--- config.mk ---
export PLATFORM = sky130hd
export DESIGN_NAME = adc_frame_averager
export DESIGN_NICKNAME = d
export VERILOG_FILES = /design/src/rtl/adc_frame_averager_pkg.sv /design/src/rtl/adc_channel_stats.sv /design/src/rtl/adc_frame_averager.sv
export SDC_FILE = /design/constraint.sdc
export NUM_CORES = 1
export LEC_CHECK = 0
export CORE_MARGIN = 2
export CORE_UTILIZATION = 53
export CTS_CLUSTER_DIAMETER = 150
export DETAILED_ROUTE_END_ITERATION = 6
export PLACE_DENSITY_LB_ADDON = 0.2
export REMOVE_ABC_BUFFERS = 1
export SETUP_SLACK_MARGIN = 0.3
export SYNTH_ARGS = -nofsm -noshare
export SYNTH_HDL_FRONTEND = slang
export SYNTH_SLANG_ARGS = --single-unit
--- constraint.sdc ---
create_clock -name clk -period 2.5 [get_ports clk]
set_clock_uncertainty 0.05 [all_clocks]
set_input_delay 0.625 -clock clk [delete_from_list [all_inputs] [get_ports clk]]
set_output_delay 0.625 -clock clk [all_outputs]
set_load 0.03 [all_outputs]
--- src/rtl/adc_frame_averager_pkg.sv ---
// -----------------------------------------------------------------------------
// adc_frame_averager_pkg
// Shared definitions for the ADC frame averager:
//   state_t      - control FSM encoding (idle / accumulate / latch)
//   acc_width()  - per-channel accumulator width, wide enough for a full block
//   C_MIN_INIT   - all-ones seed for the running-minimum trackers
// -----------------------------------------------------------------------------
package adc_frame_averager_pkg;

   typedef enum logic [1:0] {
      S_IDLE  = 2'd0,
      S_ACC   = 2'd1,
      S_LATCH = 2'd2
   } state_t;

   // Widest sample the min-init constant can seed; callers slice it down.
   localparam int C_MAX_SAMPLE_BITS = 32;
   localparam logic [C_MAX_SAMPLE_BITS-1:0] C_MIN_INIT = '1;

   // Summing 2^avg_log2 samples of 'bits' width needs avg_log2 extra bits.
   function automatic int acc_width(input int bits, input int avg_log2);
      return bits + avg_log2;
   endfunction

endpackage

--- src/rtl/adc_channel_stats.sv ---
// -----------------------------------------------------------------------------
// adc_channel_stats
// Single-channel block statistics: running sum, minimum and maximum, plus the
// result registers captured when a block completes.
// Ports:
//   clk, rst_n      - clock, asynchronous active-low reset
//   init_i          - reinitialise trackers (acc=0, min=all-ones, max=0)
//   acc_i           - fold sample_i into the running trackers
//   latch_i         - capture avg/min/max into results; restart trackers,
//                     seeding them with sample_i when dv_i is also high
//   dv_i, sample_i  - sample strobe and unsigned sample
//   res_avg_o/res_min_o/res_max_o - last latched block results
// -----------------------------------------------------------------------------
module adc_channel_stats
   import adc_frame_averager_pkg::*;
#(
   parameter int C_bits     = 12,
   parameter int C_avg_log2 = 4
) (
   input  logic              clk,
   input  logic              rst_n,
   input  logic              init_i,
   input  logic              acc_i,
   input  logic              latch_i,
   input  logic              dv_i,
   input  logic [C_bits-1:0] sample_i,
   output logic [C_bits-1:0] res_avg_o,
   output logic [C_bits-1:0] res_min_o,
   output logic [C_bits-1:0] res_max_o
);

   localparam int C_AW = acc_width(C_bits, C_avg_log2);
   localparam logic [C_bits-1:0] C_INIT_MIN = C_MIN_INIT[C_bits-1:0];

   logic [C_AW-1:0]   acc_q, acc_d;
   logic [C_bits-1:0] min_q, min_d;
   logic [C_bits-1:0] max_q, max_d;
   logic [C_bits-1:0] res_avg_q, res_avg_d;
   logic [C_bits-1:0] res_min_q, res_min_d;
   logic [C_bits-1:0] res_max_q, res_max_d;
   logic [C_AW-1:0]   sample_ext;

   assign sample_ext = C_AW'(sample_i);

   always_comb begin
      acc_d     = acc_q;
      min_d     = min_q;
      max_d     = max_q;
      res_avg_d = res_avg_q;
      res_min_d = res_min_q;
      res_max_d = res_max_q;
      if (init_i) begin
         acc_d = '0;
         min_d = C_INIT_MIN;
         max_d = '0;
      end else if (latch_i) begin
         // Truncating divide by 2^C_avg_log2 is just dropping the low bits.
         res_avg_d = acc_q[C_AW-1:C_avg_log2];
         res_min_d = min_q;
         res_max_d = max_q;
         if (dv_i) begin
            // A sample in the latch cycle opens the next block.
            acc_d = sample_ext;
            min_d = sample_i;
            max_d = sample_i;
         end else begin
            acc_d = '0;
            min_d = C_INIT_MIN;
            max_d = '0;
         end
      end else if (acc_i) begin
         acc_d = acc_q + sample_ext;
         if (sample_i < min_q) min_d = sample_i;
         if (sample_i > max_q) max_d = sample_i;
      end
   end

   always_ff @(posedge clk or negedge rst_n) begin
      if (!rst_n) begin
         acc_q     <= '0;
         min_q     <= C_INIT_MIN;
         max_q     <= '0;
         res_avg_q <= '0;
         res_min_q <= '0;
         res_max_q <= '0;
      end else begin
         acc_q     <= acc_d;
         min_q     <= min_d;
         max_q     <= max_d;
         res_avg_q <= res_avg_d;
         res_min_q <= res_min_d;
         res_max_q <= res_max_d;
      end
   end

   assign res_avg_o = res_avg_q;
   assign res_min_o = res_min_q;
   assign res_max_o = res_max_q;

endmodule

--- src/rtl/adc_frame_averager.sv ---
// -----------------------------------------------------------------------------
// adc_frame_averager
// Box-car averages 2^C_avg_log2 samples per channel, tracks per-channel block
// min/max, and publishes the latest completed block only on a rising frame
// (vsync) edge so the display never changes mid-frame.
// Ports:
//   clk, rst_n  - pixel/ADC clock, asynchronous active-low reset
//   clken       - enable; low idles the block and discards partial/pending work
//   in_dv       - one-cycle strobe qualifying in_data
//   in_data     - packed samples, channel 0 in the LSBs
//   frame       - vsync level (same clock domain)
//   avg_data/min_data/max_data - published per-channel results
//   out_dv      - one-cycle pulse in the cycle the published outputs change
//   overrun     - sticky: a completed block was overwritten before publishing
// -----------------------------------------------------------------------------
module adc_frame_averager
   import adc_frame_averager_pkg::*;
#(
   parameter int C_channels = 4,
   parameter int C_bits     = 12,
   parameter int C_avg_log2 = 4
) (
   input  logic                         clk,
   input  logic                         rst_n,
   input  logic                         clken,
   input  logic                         in_dv,
   input  logic [C_channels*C_bits-1:0] in_data,
   input  logic                         frame,
   output logic [C_channels*C_bits-1:0] avg_data,
   output logic [C_channels*C_bits-1:0] min_data,
   output logic [C_channels*C_bits-1:0] max_data,
   output logic                         out_dv,
   output logic                         overrun
);

   localparam int C_W  = C_channels * C_bits;
   // One spare bit keeps the counter non-zero width when C_avg_log2 = 0.
   localparam int C_CW = C_avg_log2 + 1;
   localparam logic [C_CW-1:0] C_LAST = C_CW'((1 << C_avg_log2) - 1);

   state_t            state_q, state_d;
   logic [C_CW-1:0]   count_q, count_d;
   logic              pending_q, pending_d;
   logic              overrun_q, overrun_d;
   logic              frame_q;
   logic              out_dv_q, out_dv_d;
   logic [C_W-1:0]    avg_q, avg_d;
   logic [C_W-1:0]    min_q, min_d;
   logic [C_W-1:0]    max_q, max_d;

   logic [C_W-1:0]    res_avg, res_min, res_max;
   logic              frame_edge;
   logic              publish;
   logic              take_sample;
   logic              stats_init, stats_acc, stats_latch;

   assign frame_edge = frame & ~frame_q;

   always_comb begin
      state_d     = state_q;
      count_d     = count_q;
      pending_d   = pending_q;
      overrun_d   = overrun_q;
      out_dv_d    = 1'b0;
      avg_d       = avg_q;
      min_d       = min_q;
      max_d       = max_q;
      publish     = 1'b0;
      take_sample = 1'b0;
      stats_init  = 1'b0;
      stats_acc   = 1'b0;
      stats_latch = 1'b0;

      if (!clken) begin
         state_d    = S_IDLE;
         count_d    = '0;
         pending_d  = 1'b0;
         overrun_d  = 1'b0;
         stats_init = 1'b1;
      end else begin
         publish = frame_edge & pending_q;

         case (state_q)
            S_IDLE: begin
               stats_init = 1'b1;
               state_d    = S_ACC;
            end
            S_ACC: begin
               take_sample = in_dv;
               stats_acc   = in_dv;
            end
            S_LATCH: begin
               stats_latch = 1'b1;
               take_sample = in_dv;
               state_d     = S_ACC;
               pending_d   = 1'b1;
               // A publish in this same cycle empties the old slot first.
               if (pending_q && !publish) overrun_d = 1'b1;
            end
            default: state_d = S_IDLE;
         endcase

         if (take_sample) begin
            if (count_q == C_LAST) begin
               count_d = '0;
               state_d = S_LATCH;
            end else begin
               count_d = count_q + 1'b1;
            end
         end

         // Result regs are read pre-latch, so a coincident latch publishes
         // the older block and leaves the new one pending.
         if (publish) begin
            avg_d    = res_avg;
            min_d    = res_min;
            max_d    = res_max;
            out_dv_d = 1'b1;
            if (state_q != S_LATCH) pending_d = 1'b0;
         end
      end
   end

   always_ff @(posedge clk or negedge rst_n) begin
      if (!rst_n) begin
         state_q   <= S_IDLE;
         count_q   <= '0;
         pending_q <= 1'b0;
         overrun_q <= 1'b0;
         frame_q   <= 1'b0;
         out_dv_q  <= 1'b0;
         avg_q     <= '0;
         min_q     <= '0;
         max_q     <= '0;
      end else begin
         state_q   <= state_d;
         count_q   <= count_d;
         pending_q <= pending_d;
         overrun_q <= overrun_d;
         frame_q   <= frame;
         out_dv_q  <= out_dv_d;
         avg_q     <= avg_d;
         min_q     <= min_d;
         max_q     <= max_d;
      end
   end

   genvar gi;
   generate
      for (gi = 0; gi < C_channels; gi++) begin : g_chan
         adc_channel_stats #(
            .C_bits     (C_bits),
            .C_avg_log2 (C_avg_log2)
         ) u_stats (
            .clk       (clk),
            .rst_n     (rst_n),
            .init_i    (stats_init),
            .acc_i     (stats_acc),
            .latch_i   (stats_latch),
            .dv_i      (in_dv),
            .sample_i  (in_data[gi*C_bits +: C_bits]),
            .res_avg_o (res_avg[gi*C_bits +: C_bits]),
            .res_min_o (res_min[gi*C_bits +: C_bits]),
            .res_max_o (res_max[gi*C_bits +: C_bits])
         );
      end
   endgenerate

   assign avg_data = avg_q;
   assign min_data = min_q;
   assign max_data = max_q;
   assign out_dv   = out_dv_q;
   assign overrun  = overrun_q;

endmodule

==> impl_metrics.json, run 1 <==
{
  "period_share_pct": 95.06,
  "crit_chain": "inv_2, ha_4, a21oi_4, o21ai_2, a21oi_2, o21ai_1, a21bo_2, o41a_1, buf_6, mux2i_1",
  "totalWireLength_um": 61570,
  "grt_max_degree": 73,
  "antenna_found_initial": 0,
  "power_density_nw_per_um2": 598.2,
  "timing.rr.start": "g_chan[0].u_stats.min_q[2]",
  "n_antenna_cell": 0,
  "track_usage_pct": 27.95,
  "pwr-share-seq_pct": 44.3,
  "synth_commonest_cells": "602 x nand2_1, 411 x dfrtp_1, 184 x o21ai_0, 146 x ha_1, 117 x inv_1",
  "grt_pass1_wl_um": 98440,
  "grt_remaining_overflow": 0,
  "hp-class": "in2reg",
  "ys_dominant_reg_cell": "dfrtp_1",
  "critPathLaunchType": "flip-flop",
  "maxCapViolCount": 0,
  "ys_seq_area_share_pct": 51.99,
  "min_to": "g_chan[1].u_stats.acc_q[3]",
  "drt_iter0_drc": 1258,
  "dp_cells": 3179,
  "crit_required_ns": 2.95,
  "max_slew_margin_pct": 71.70,
  "syn_inst": 2276,
  "p_leak_uw": 0.01545,
  "cts-root-buf": "clkbuf_16",
  "met2WireLength_um": 30060,
  "cp_slowest_cell": "dfstp_2",
  "ys_types": 70,
  "rsz0062_at_grt": "true",
  "synth_top_area_share_pct": 46.31,
  "ir_drop_mv": 0.5368,
  "crit_fanout": 5,
  "fp.dieW_um": 208.7,
  "cpLargestDelayFamily": "compound AO/OA/AOI/OAI gates",
  "drc": 0,
  "rows": 74,
  "cts_tree": "done",
  "total_power_uw": 17730,
  "fmax_mhz": 420.8,
  "ios": 199,
  "top_layer": "met4",
  "dr.pass1.iters": 5,
  "cts_buffer_depth": 3,
  "viasPerCell": 5.601,
  "hpwlAfterDp_um": 42590,
  "crit_path_end_kind": "flip-flop",
  "async_flop_share_pct": 100.0,
  "ff2ff_path_depth": 10,
  "min_path_cells": 3,
  "p_int_uw": 13160,
  "slew_viol_final": 0,
  "fillers": 3075,
  "start_util_pct": 54.02,
  "die_area_um2": 43550,
  "drive_gt1_share_pct": 24.65,
  "slowest_delay_ns": 0.53,
  "worst_pin_slew_ns": 0.4263,
  "hold_start": "in_data[15]",
  "fin_nets": 2940,
  "wl_per_cell_um": 18.62,
  "r2r_end": "g_chan[0].u_stats.min_q[10]",
  "status": "completed",
  "worstPathArrival_ns": 2.82,
  "r2r_slack_ns": 0.12,
  "hold_violations": 0,
  "pwr-share-clk_pct": 40.9,
  "syn-cell-area_um2": 22210,
  "avgSynthCellArea_um2": 9.757,
  "numCtsBuffers": 48,
  "h-tree-depth": 2,
  "clk_latency_ns": 0.60,
  "synth_area_leader_cell": "dfrtp_1",
  "p_sw_uw": 4566,
  "vias": 18520,
  "detail-route-antenna-nets": 0,
  "core-area_um2": 41110,
  "cts.sinks": 459,
  "min_period_ns": 2.377,
  "grt_pass1_vias": 19140,
  "yosysMostFrequentCell": "nand2_1",
  "wl_met3_um": 2749,
  "synth_edf_count": 0,
  "wl_met1_um": 26640,
  "ys_top_cells_by_area": "dfrtp_1 46%, nand2_1 10%, ha_1 8.2%",
  "critPathBufInv": 2,
  "setup_viol": 0,
  "power.combinational.fraction_pct": 14.8,
  "clk_pin_slew_ns": 0.07,
  "yosys_warnings": 0,
  "layout.cells.non_filler": 3307,
  "gp_congestion": 0.9400,
  "critical_path_class": "reg2reg",
  "area_growth_pct": 33.46,
  "p_sw_share_pct": 25.75,
  "place.port_buffers": 198,
  "die-height_um": 208.7,
  "synth_seq_cells": 459
}
## layout make-up
cell class | instances | area [um2] | share of cell area, %
Timing Repair Buffer | 510 | 4448 | 15.01
Clock buffer | 75 | 1404 | 4.737
Sequential cell | 459 | 11550 | 38.96
Tap cell | 532 | 665.6 | 2.246
Inverter | 118 | 445.4 | 1.503
Multi-Input combinational cell | 1600 | 10960 | 36.97
Clock inverter | 13 | 168.9 | 0.5699
## cell usage in the layout (no fill, tap or decap), types with 22 or more instances in the layout
cell / count
buf_6: 22
buf_4: 265
o22a_1: 36
clkbuf_16: 49
dfstp_2: 48
dlygate4sd2_1: 174
a221o_1: 32
xor2_1: 22
a21oi_1: 70
mux2_2: 58
dfrtp_1: 409
a21o_1: 28
buf_12: 23
ha_4: 39
inv_1: 96
nor2_1: 86
ha_1: 102
nand2_1: 599
o21ai_0: 151
## per-stage QoR
step           setup slack, ns  setup TNS, ns  utilization (%)  area (um2)  hold slack, ns
5_1_grt                0.07699              0            72.10       29640          0.3614
2_1_floorplan           -4.056       -1156.66                -       21770          0.2794
4_1_cts                 0.1592              0            70.26       28880          0.4051
3_5_place_dp           -0.8096         -87.27            65.20       26800          0.3975
3_3_place_gp           -0.7093         -79.73            65.20       26800          0.3991
6_report                0.1234              0            72.10       29640          0.3362
## per-layer routing
| metal | GRT usage [%] | vias up |
|---|---|---|
| met3 | 3.321 | 148 |
| met1 | 37.08 | 9142 |
| met4 | 11.18 | 0 |
| met5 | 0 | - |
| li1 | - | 8734 |
| met2 | 47.05 | 498 |
## repair_timing
item,in CTS,in global routing
buffers inserted,17,15
resized for setup,317,161
setup endpoints to repair,293,132
hold buffers,1,0
gates cloned,5,2
endpoints found under the hold margin,27,0
pin swaps,76,106
## how the worst max path moves through the flow
stage	depth (start not counted)	start	slack, ns	endpoint
final	10	g_chan[0].u_stats.min_q[2]	0.12	g_chan[0].u_stats.min_q[10]
after global routing	10	g_chan[0].u_stats.min_q[2]	0.08	g_chan[0].u_stats.min_q[3]
after CTS	10	g_chan[3].u_stats.max_q[3]	0.16	g_chan[3].u_stats.max_q[11]
after detailed placement	11	in_data[36]	-0.81	g_chan[3].u_stats.acc_q[14]
after global placement	9	in_data[25]	-0.71	g_chan[2].u_stats.max_q[1]
after floorplan	4	clken	-4.06	avg_data[0]
## registers in the layout (all words and copies together) (netlist names), 5 cells and up
signal,flops
g_chan.u_stats.res_avg_o,48
g_chan.u_stats.acc_q,64
min_data,48
avg_data,48
g_chan.u_stats.min_q,48
g_chan.u_stats.res_max_o,48
g_chan.u_stats.max_q,48
g_chan.u_stats.res_min_o,48
max_data,48
count_q,5
## power by group through the flow
stage / combinational (uW) / clock, uW / sequential (uW)
finish: 2630 / 7250 / 7850
global route: 2890 / 7640 / 7870
CTS: 2390 / 7380 / 7840
detailed placement: 2210 / 0 / 7960
global placement: 2140 / 0 / 7950
floorplan: 1130 / 0 / 7920
## cells by family after synthesis
logic type                 share of synthesized area (%)
and+or+nand+nor                                    15.76
xor gates and xnor gates                           1.696
DFF                                                51.99
muxes                                              3.527
adders and majority gates                          8.586
AOI/OAI and AO/OA                                  14.46
buffers and inverters                              3.978
## tightest hold or removal path: cells and delay by family
| kind | cells | cell delay [ns] |
|---|---|---|
| and+or+nand+nor | 1 | 0.09 |
| AOI/OAI and AO/OA | 1 | 0.07 |
| buffers and inverters | 1 | 0.16 |
Power figures use the tool's default switching activity.
==> run 2: changes to the inputs <==
--- a/config.mk
+++ b/config.mk
@@ -7,4 +7,6 @@
 export LEC_CHECK = 0
+export CELL_PAD_IN_SITES_DETAIL_PLACEMENT = 0
+export CELL_PAD_IN_SITES_GLOBAL_PLACEMENT = 1
 export CORE_MARGIN = 2
-export CORE_UTILIZATION = 53
+export CORE_UTILIZATION = 41
 export CTS_CLUSTER_DIAMETER = 150
--- a/constraint.sdc
+++ b/constraint.sdc
@@ -4,2 +4,2 @@
 set_output_delay 0.625 -clock clk [all_outputs]
-set_load 0.03 [all_outputs]
+set_load 0.005 [all_outputs]
==> impl_metrics.json, run 2 (synthesis results as in run 1) <==
{
  "status": "completed",
  "hpwlAfterDp_um": 43260,
  "start_util_pct": 41.35,
  "largest_reg_flops": 64,
  "cts.sinks": 459,
  "die-height_um": 236.7,
  "top_layer": "met5",
  "final.setup.tns_ns": 0,
  "regMostFlops": "g_chan.u_stats.acc_q",
  "h-tree-depth": 2,
  "wl_met1_um": 28800,
  "cp_slowest_cell": "o41a_1",
  "crit_top_cell": "and3_1",
  "fin_nets": 2962,
  "min_period_ns": 2.458,
  "numCtsBuffers": 52,
  "rows": 85,
  "cts-root-buf": "clkbuf_16",
  "clk_latency_ns": 0.60,
  "layout_commonest_cell": "nand2_1",
  "track_usage_pct": 22.02,
  "hp-class": "in2reg",
  "worstPathArrival_ns": 2.92,
  "post_dp_cell_area_um2": 27010,
  "fp.dieW_um": 236.7,
  "drc": 0,
  "dp_cells": 3349,
  "pwr-share-seq_pct": 43.7,
  "drt_iter0_drc": 1193,
  "worst_pin_slew_ns": 0.4483,
  "grt_pass1_vias": 18570,
  "timing.rr.start": "g_chan[0].u_stats.min_q[9]",
  "r2r_slack_ns": 0.04,
  "power_density_nw_per_um2": 590.7,
  "wl_met3_um": 2509,
  "period_share_pct": 98.32,
  "pwr-share-clk_pct": 41.2,
  "final_cell_mix": "598 x nand2_1, 411 x dfrtp_1, 279 x buf_4, 146 x o21ai_0, 135 x clkdlybuf4s50_1",
  "dr.pass1.iters": 5,
  "hold_violations": 0,
  "detail-route-antenna-nets": 0,
  "place.port_buffers": 198,
  "vias": 18140,
  "ir_drop_mv": 0.4709,
  "slowest_delay_ns": 0.56,
  "setup_viol": 0,
  "p_sw_uw": 4666,
  "p_sw_share_pct": 25.97,
  "maxCapViolCount": 0,
  "grt_remaining_overflow": 0,
  "fmax_mhz": 406.8,
  "hold_start": "in_data[15]",
  "cts_tree": "done",
  "crit_required_ns": 2.96,
  "area_growth_pct": 36.95,
  "core-area_um2": 53710,
  "p_leak_uw": 0.01507,
  "crit_path_end_kind": "flip-flop",
  "gp_congestion": 0.8748,
  "antenna_found_initial": 3,
  "clk_pin_slew_ns": 0.06,
  "min_to": "g_chan[1].u_stats.acc_q[3]",
  "ios": 199,
  "cts_buffer_depth": 3,
  "totalWireLength_um": 61920,
  "slew_viol_final": 0,
  "final_area_um2": 30410,
  "die_area_um2": 56040,
  "drive_gt1_share_pct": 26.18,
  "viasPerCell": 5.188,
  "crit_fanout": 6,
  "postLayoutCoreUtil_pct": 56.63,
  "p_int_uw": 13300,
  "layout.cells.non_filler": 3497,
  "min_path_cells": 4,
  "r2r_end": "g_chan[0].u_stats.min_q[5]",
  "critical_path_class": "reg2reg",
  "critPathLaunchType": "flip-flop",
  "grt_pass1_wl_um": 99440,
  "met2WireLength_um": 29280,
  "wl_per_cell_um": 17.71,
  "rsz0062_at_grt": "true",
  "power.combinational.fraction_pct": 15.1,
  "max_slew_margin_pct": 70.11,
  "crit_chain": "inv_1, ha_1, and3_1, and3_1, a21bo_2, o41a_1, buf_4, mux2i_1",
  "ff2ff_path_depth": 8,
  "grt_max_degree": 85
}
run 2: worst max path at each step:
stage	start	to	slack (ns)	depth (start not counted)
after CTS	g_chan[0].u_stats.min_q[2]	g_chan[0].u_stats.min_q[5]	0.03	10
after global routing	g_chan[0].u_stats.min_q[2]	g_chan[0].u_stats.min_q[5]	-0.1	10
after global placement	in_data[12]	g_chan[1].u_stats.max_q[1]	-0.75	11
after detailed placement	in_data[36]	g_chan[3].u_stats.acc_q[14]	-0.76	11
final	g_chan[0].u_stats.min_q[9]	g_chan[0].u_stats.min_q[5]	0.04	8
after floorplan	clken	avg_data[0]	-4.06	4
run 2: layout make-up:
type | count | area, um2
clock buffer | 76 | 1493
inverter | 118 | 445.4
clock inverter | 19 | 153.9
fill | 4648 | 23290
antenna | 1 | 2.502
tap | 696 | 870.8
sequential | 459 | 11550
timing repair buffer | 527 | 4776
multi-input combinational | 1601 | 11130
run 2: power groups by stage:
stage	combinational, uW	clock [uW]	sequential (uW)
floorplan	1130	0	7910
global placement	2180	0	7950
detailed placement	2230	0	7960
CTS	2450	7610	7840
global route	3000	7970	7870
finish	2710	7410	7840
run 2: critical path, delay by kind of cell, from the launching register on:
kind | cells | cell delay [ns]
AO/OA/AOI/OAI | 2 | 0.76
adder cells (fa/ha/maj) | 1 | 0.27
buffers and inverters | 2 | 0.28
flip-flops | 1 | 0.51
multiplexers | 1 | 0.15
AND/OR/NAND/NOR | 2 | 0.37
run 2: what timing repair did:
item                                   CTS  global route
setup endpoints to repair              164           143
gates resized for setup                208           181
buffers inserted                        21            21
endpoints found under the hold margin   22             0
pin swaps                              108           132
gates cloned                             6             3
hold buffers                             1             0
run 2: through the flow:
stage | setup slack [ns] | power, uW | hold slack (ns)
CTS | 0.03387 | 17890 | 0.4162
global placement | -0.7474 | 10130 | 0.3987
floorplan | -4.056 | 9038 | 0.2794
detailed placement | -0.7636 | 10190 | 0.4011
finish | 0.04209 | 17970 | 0.3805
global route | -0.09701 | 18830 | 0.4034
run 2: per-layer routing:
layer	up-vias	track usage, %
li1	8784	-
met1	8940	30.35
met2	320	36.42
met3	97	3.614
met4	2	5.274
met5	-	0
==> run 3: changes to the inputs <==
Settings changed: SETUP_SLACK_MARGIN 0.3 to 0.1.
==> impl_metrics.json, run 3 (synthesis results as in run 1) <==
{
  "setup_viol": 0,
  "final.setup.tns_ns": 0,
  "cts.sinks": 459,
  "critical_path_class": "in2reg",
  "regMostFlops": "g_chan.u_stats.acc_q",
  "vias": 17770,
  "ios": 199,
  "drive_gt1_share_pct": 21.02,
  "numCtsBuffers": 52,
  "wl_per_cell_um": 17.23,
  "period_share_pct": 99.67,
  "slowest_delay_ns": 0.60,
  "gp_congestion": 0.8748,
  "ir_drop_mv": 0.4723,
  "h-tree-depth": 2,
  "layout.cells.non_filler": 3456,
  "crit_chain": "clkdlybuf4s50_1, ha_4, and3_1, and3_1, a21bo_2, o41a_1, buf_4, mux2i_1",
  "track_usage_pct": 21.57,
  "fmax_mhz": 401.3,
  "worstPathArrival_ns": 2.95,
  "dr.pass1.iters": 4,
  "largest_reg_flops": 64,
  "crit_top_cell": "and3_1",
  "hold_start": "in_data[1]",
  "min_period_ns": 2.492,
  "detail-route-antenna-nets": 0,
  "grt_pass1_wl_um": 97310,
  "antenna_found_initial": 2,
  "clk_latency_ns": 0.59,
  "core-area_um2": 53710,
  "rsz0062_at_grt": "true",
  "slew_viol_final": 0,
  "die_area_um2": 56040,
  "cp_slowest_cell": "clkdlybuf4s50_1",
  "p_leak_uw": 0.01468,
  "start_util_pct": 41.35,
  "max_slew_margin_pct": 70.11,
  "grt_remaining_overflow": 0,
  "hpwlAfterDp_um": 43260,
  "maxCapViolCount": 0,
  "critPathLaunchType": "primary input",
  "clk_pin_slew_ns": 0.06,
  "crit_fanout": 6,
  "r2r_end": "g_chan[0].u_stats.min_q[5]",
  "layout_commonest_cell": "nand2_1",
  "die-height_um": 236.7,
  "post_dp_cell_area_um2": 27010,
  "grt_max_degree": 85,
  "power_density_nw_per_um2": 602.3,
  "crit_path_end_kind": "flip-flop",
  "cts_tree": "done",
  "timing.rr.start": "g_chan[0].u_stats.min_q[9]",
  "final_cell_mix": "598 x nand2_1, 411 x dfrtp_1, 261 x buf_4, 171 x clkdlybuf4s50_1, 165 x o21ai_0",
  "crit_required_ns": 2.96,
  "drc": 0,
  "viasPerCell": 5.141,
  "r2r_slack_ns": 0.04,
  "totalWireLength_um": 59550,
  "grt_pass1_vias": 18130,
  "status": "completed",
  "worst_pin_slew_ns": 0.4483,
  "drt_iter0_drc": 1063,
  "ff2ff_path_depth": 8,
  "total_power_uw": 17630,
  "place.port_buffers": 198,
  "area_growth_pct": 31.83,
  "final_area_um2": 29280,
  "cts_buffer_depth": 3,
  "rows": 85,
  "fin_nets": 2921,
  "hp-class": "in2reg",
  "dp_cells": 3349,
  "min_path_cells": 3,
  "hold_violations": 0,
  "fp.dieW_um": 236.7,
  "min_to": "g_chan[0].u_stats.max_q[1]",
  "cts-root-buf": "clkbuf_16"
}
-- run 3: changes by cell type in the layout (fill, tap and decap cells not counted), moves of 7 or more --
cell and change:
dlygate4sd2_1 -29, o21ai_2 -9, inv_2 -18, buf_4 -18, o21ai_0 +19, o21ai_1 -7, inv_1 +18, buf_6 -18
a21oi_1 +9, ha_4 -34, ha_1 +34, clkdlybuf4s50_1 +36
-- run 3: metal layers --
layer / vias to the layer above / track usage [%] / share of wire (%)
met3: 85 / 3.521 / 4.1
met5: - / 0 / 0.027
li1: 8689 / - / -
met1: 8700 / 30.02 / 47
met4: 2 / 4.987 / 1.9
met2: 291 / 35.42 / 47
-- run 3: how the worst max path moves through the flow --
stage / start / depth (start not counted) / slack [ns] / to
floorplan: clken / 4 / -4.06 / avg_data[0]
global placement: in_data[12] / 11 / -0.75 / g_chan[1].u_stats.max_q[1]
detailed placement: in_data[36] / 11 / -0.76 / g_chan[3].u_stats.acc_q[14]
CTS: g_chan[0].u_stats.min_q[2] / 10 / 0.01 / g_chan[0].u_stats.min_q[5]
global route: g_chan[0].u_stats.min_q[2] / 10 / -0.1 / g_chan[0].u_stats.min_q[5]
finish: in_data[10] / 8 / 0.008 / g_chan[0].u_stats.min_q[5]
-- run 3: worst max-delay path: cells and delay by family --
family / cells / cell delay (ns)
buffers and inverters: 2 / 0.82
AND/OR/NAND/NOR: 2 / 0.34
AO/OA/AOI/OAI: 2 / 0.76
adder cells (fa/ha/maj): 1 / 0.25
multiplexers: 1 / 0.15
-- run 3: area by class of cell --
type,instances,area [um2]
Fill cell,4764,24430
Sequential cell,459,11550
Multi-Input combinational cell,1599,10300
Timing Repair Buffer,488,4467
Clock buffer,76,1493
Tap cell,696,870.8
Inverter,118,445.4
Clock inverter,19,153.9
Antenna cell,1,2.502
-- run 3: power by group --
part	internal, uW	total [uW]	switching [uW]
clock	4330	7410	3080
combinational	1100	2390	1280
sequential	7680	7830	150
total	13100	17600	4510
-- run 3: what timing repair did --
item | CTS | global route
endpoints found under the hold margin | 22 | 0
endpoints found under the setup margin | 120 | 131
hold buffers | 1 | 0
pin swaps | 12 | 50
buffers inserted | 2 | 5
cloned | 3 | 0
gates resized for setup | 60 | 97
-- run 3: through the flow --
stage,worst slack [ns],hold slack [ns],utilization (%)
global route,-0.09967,0.3678,54.51
floorplan,-4.056,0.2794,-
CTS,0.01018,0.4162,53.76
global placement,-0.7474,0.3987,50.30
finish,0.008226,0.3854,54.51
detailed placement,-0.7636,0.4011,50.30
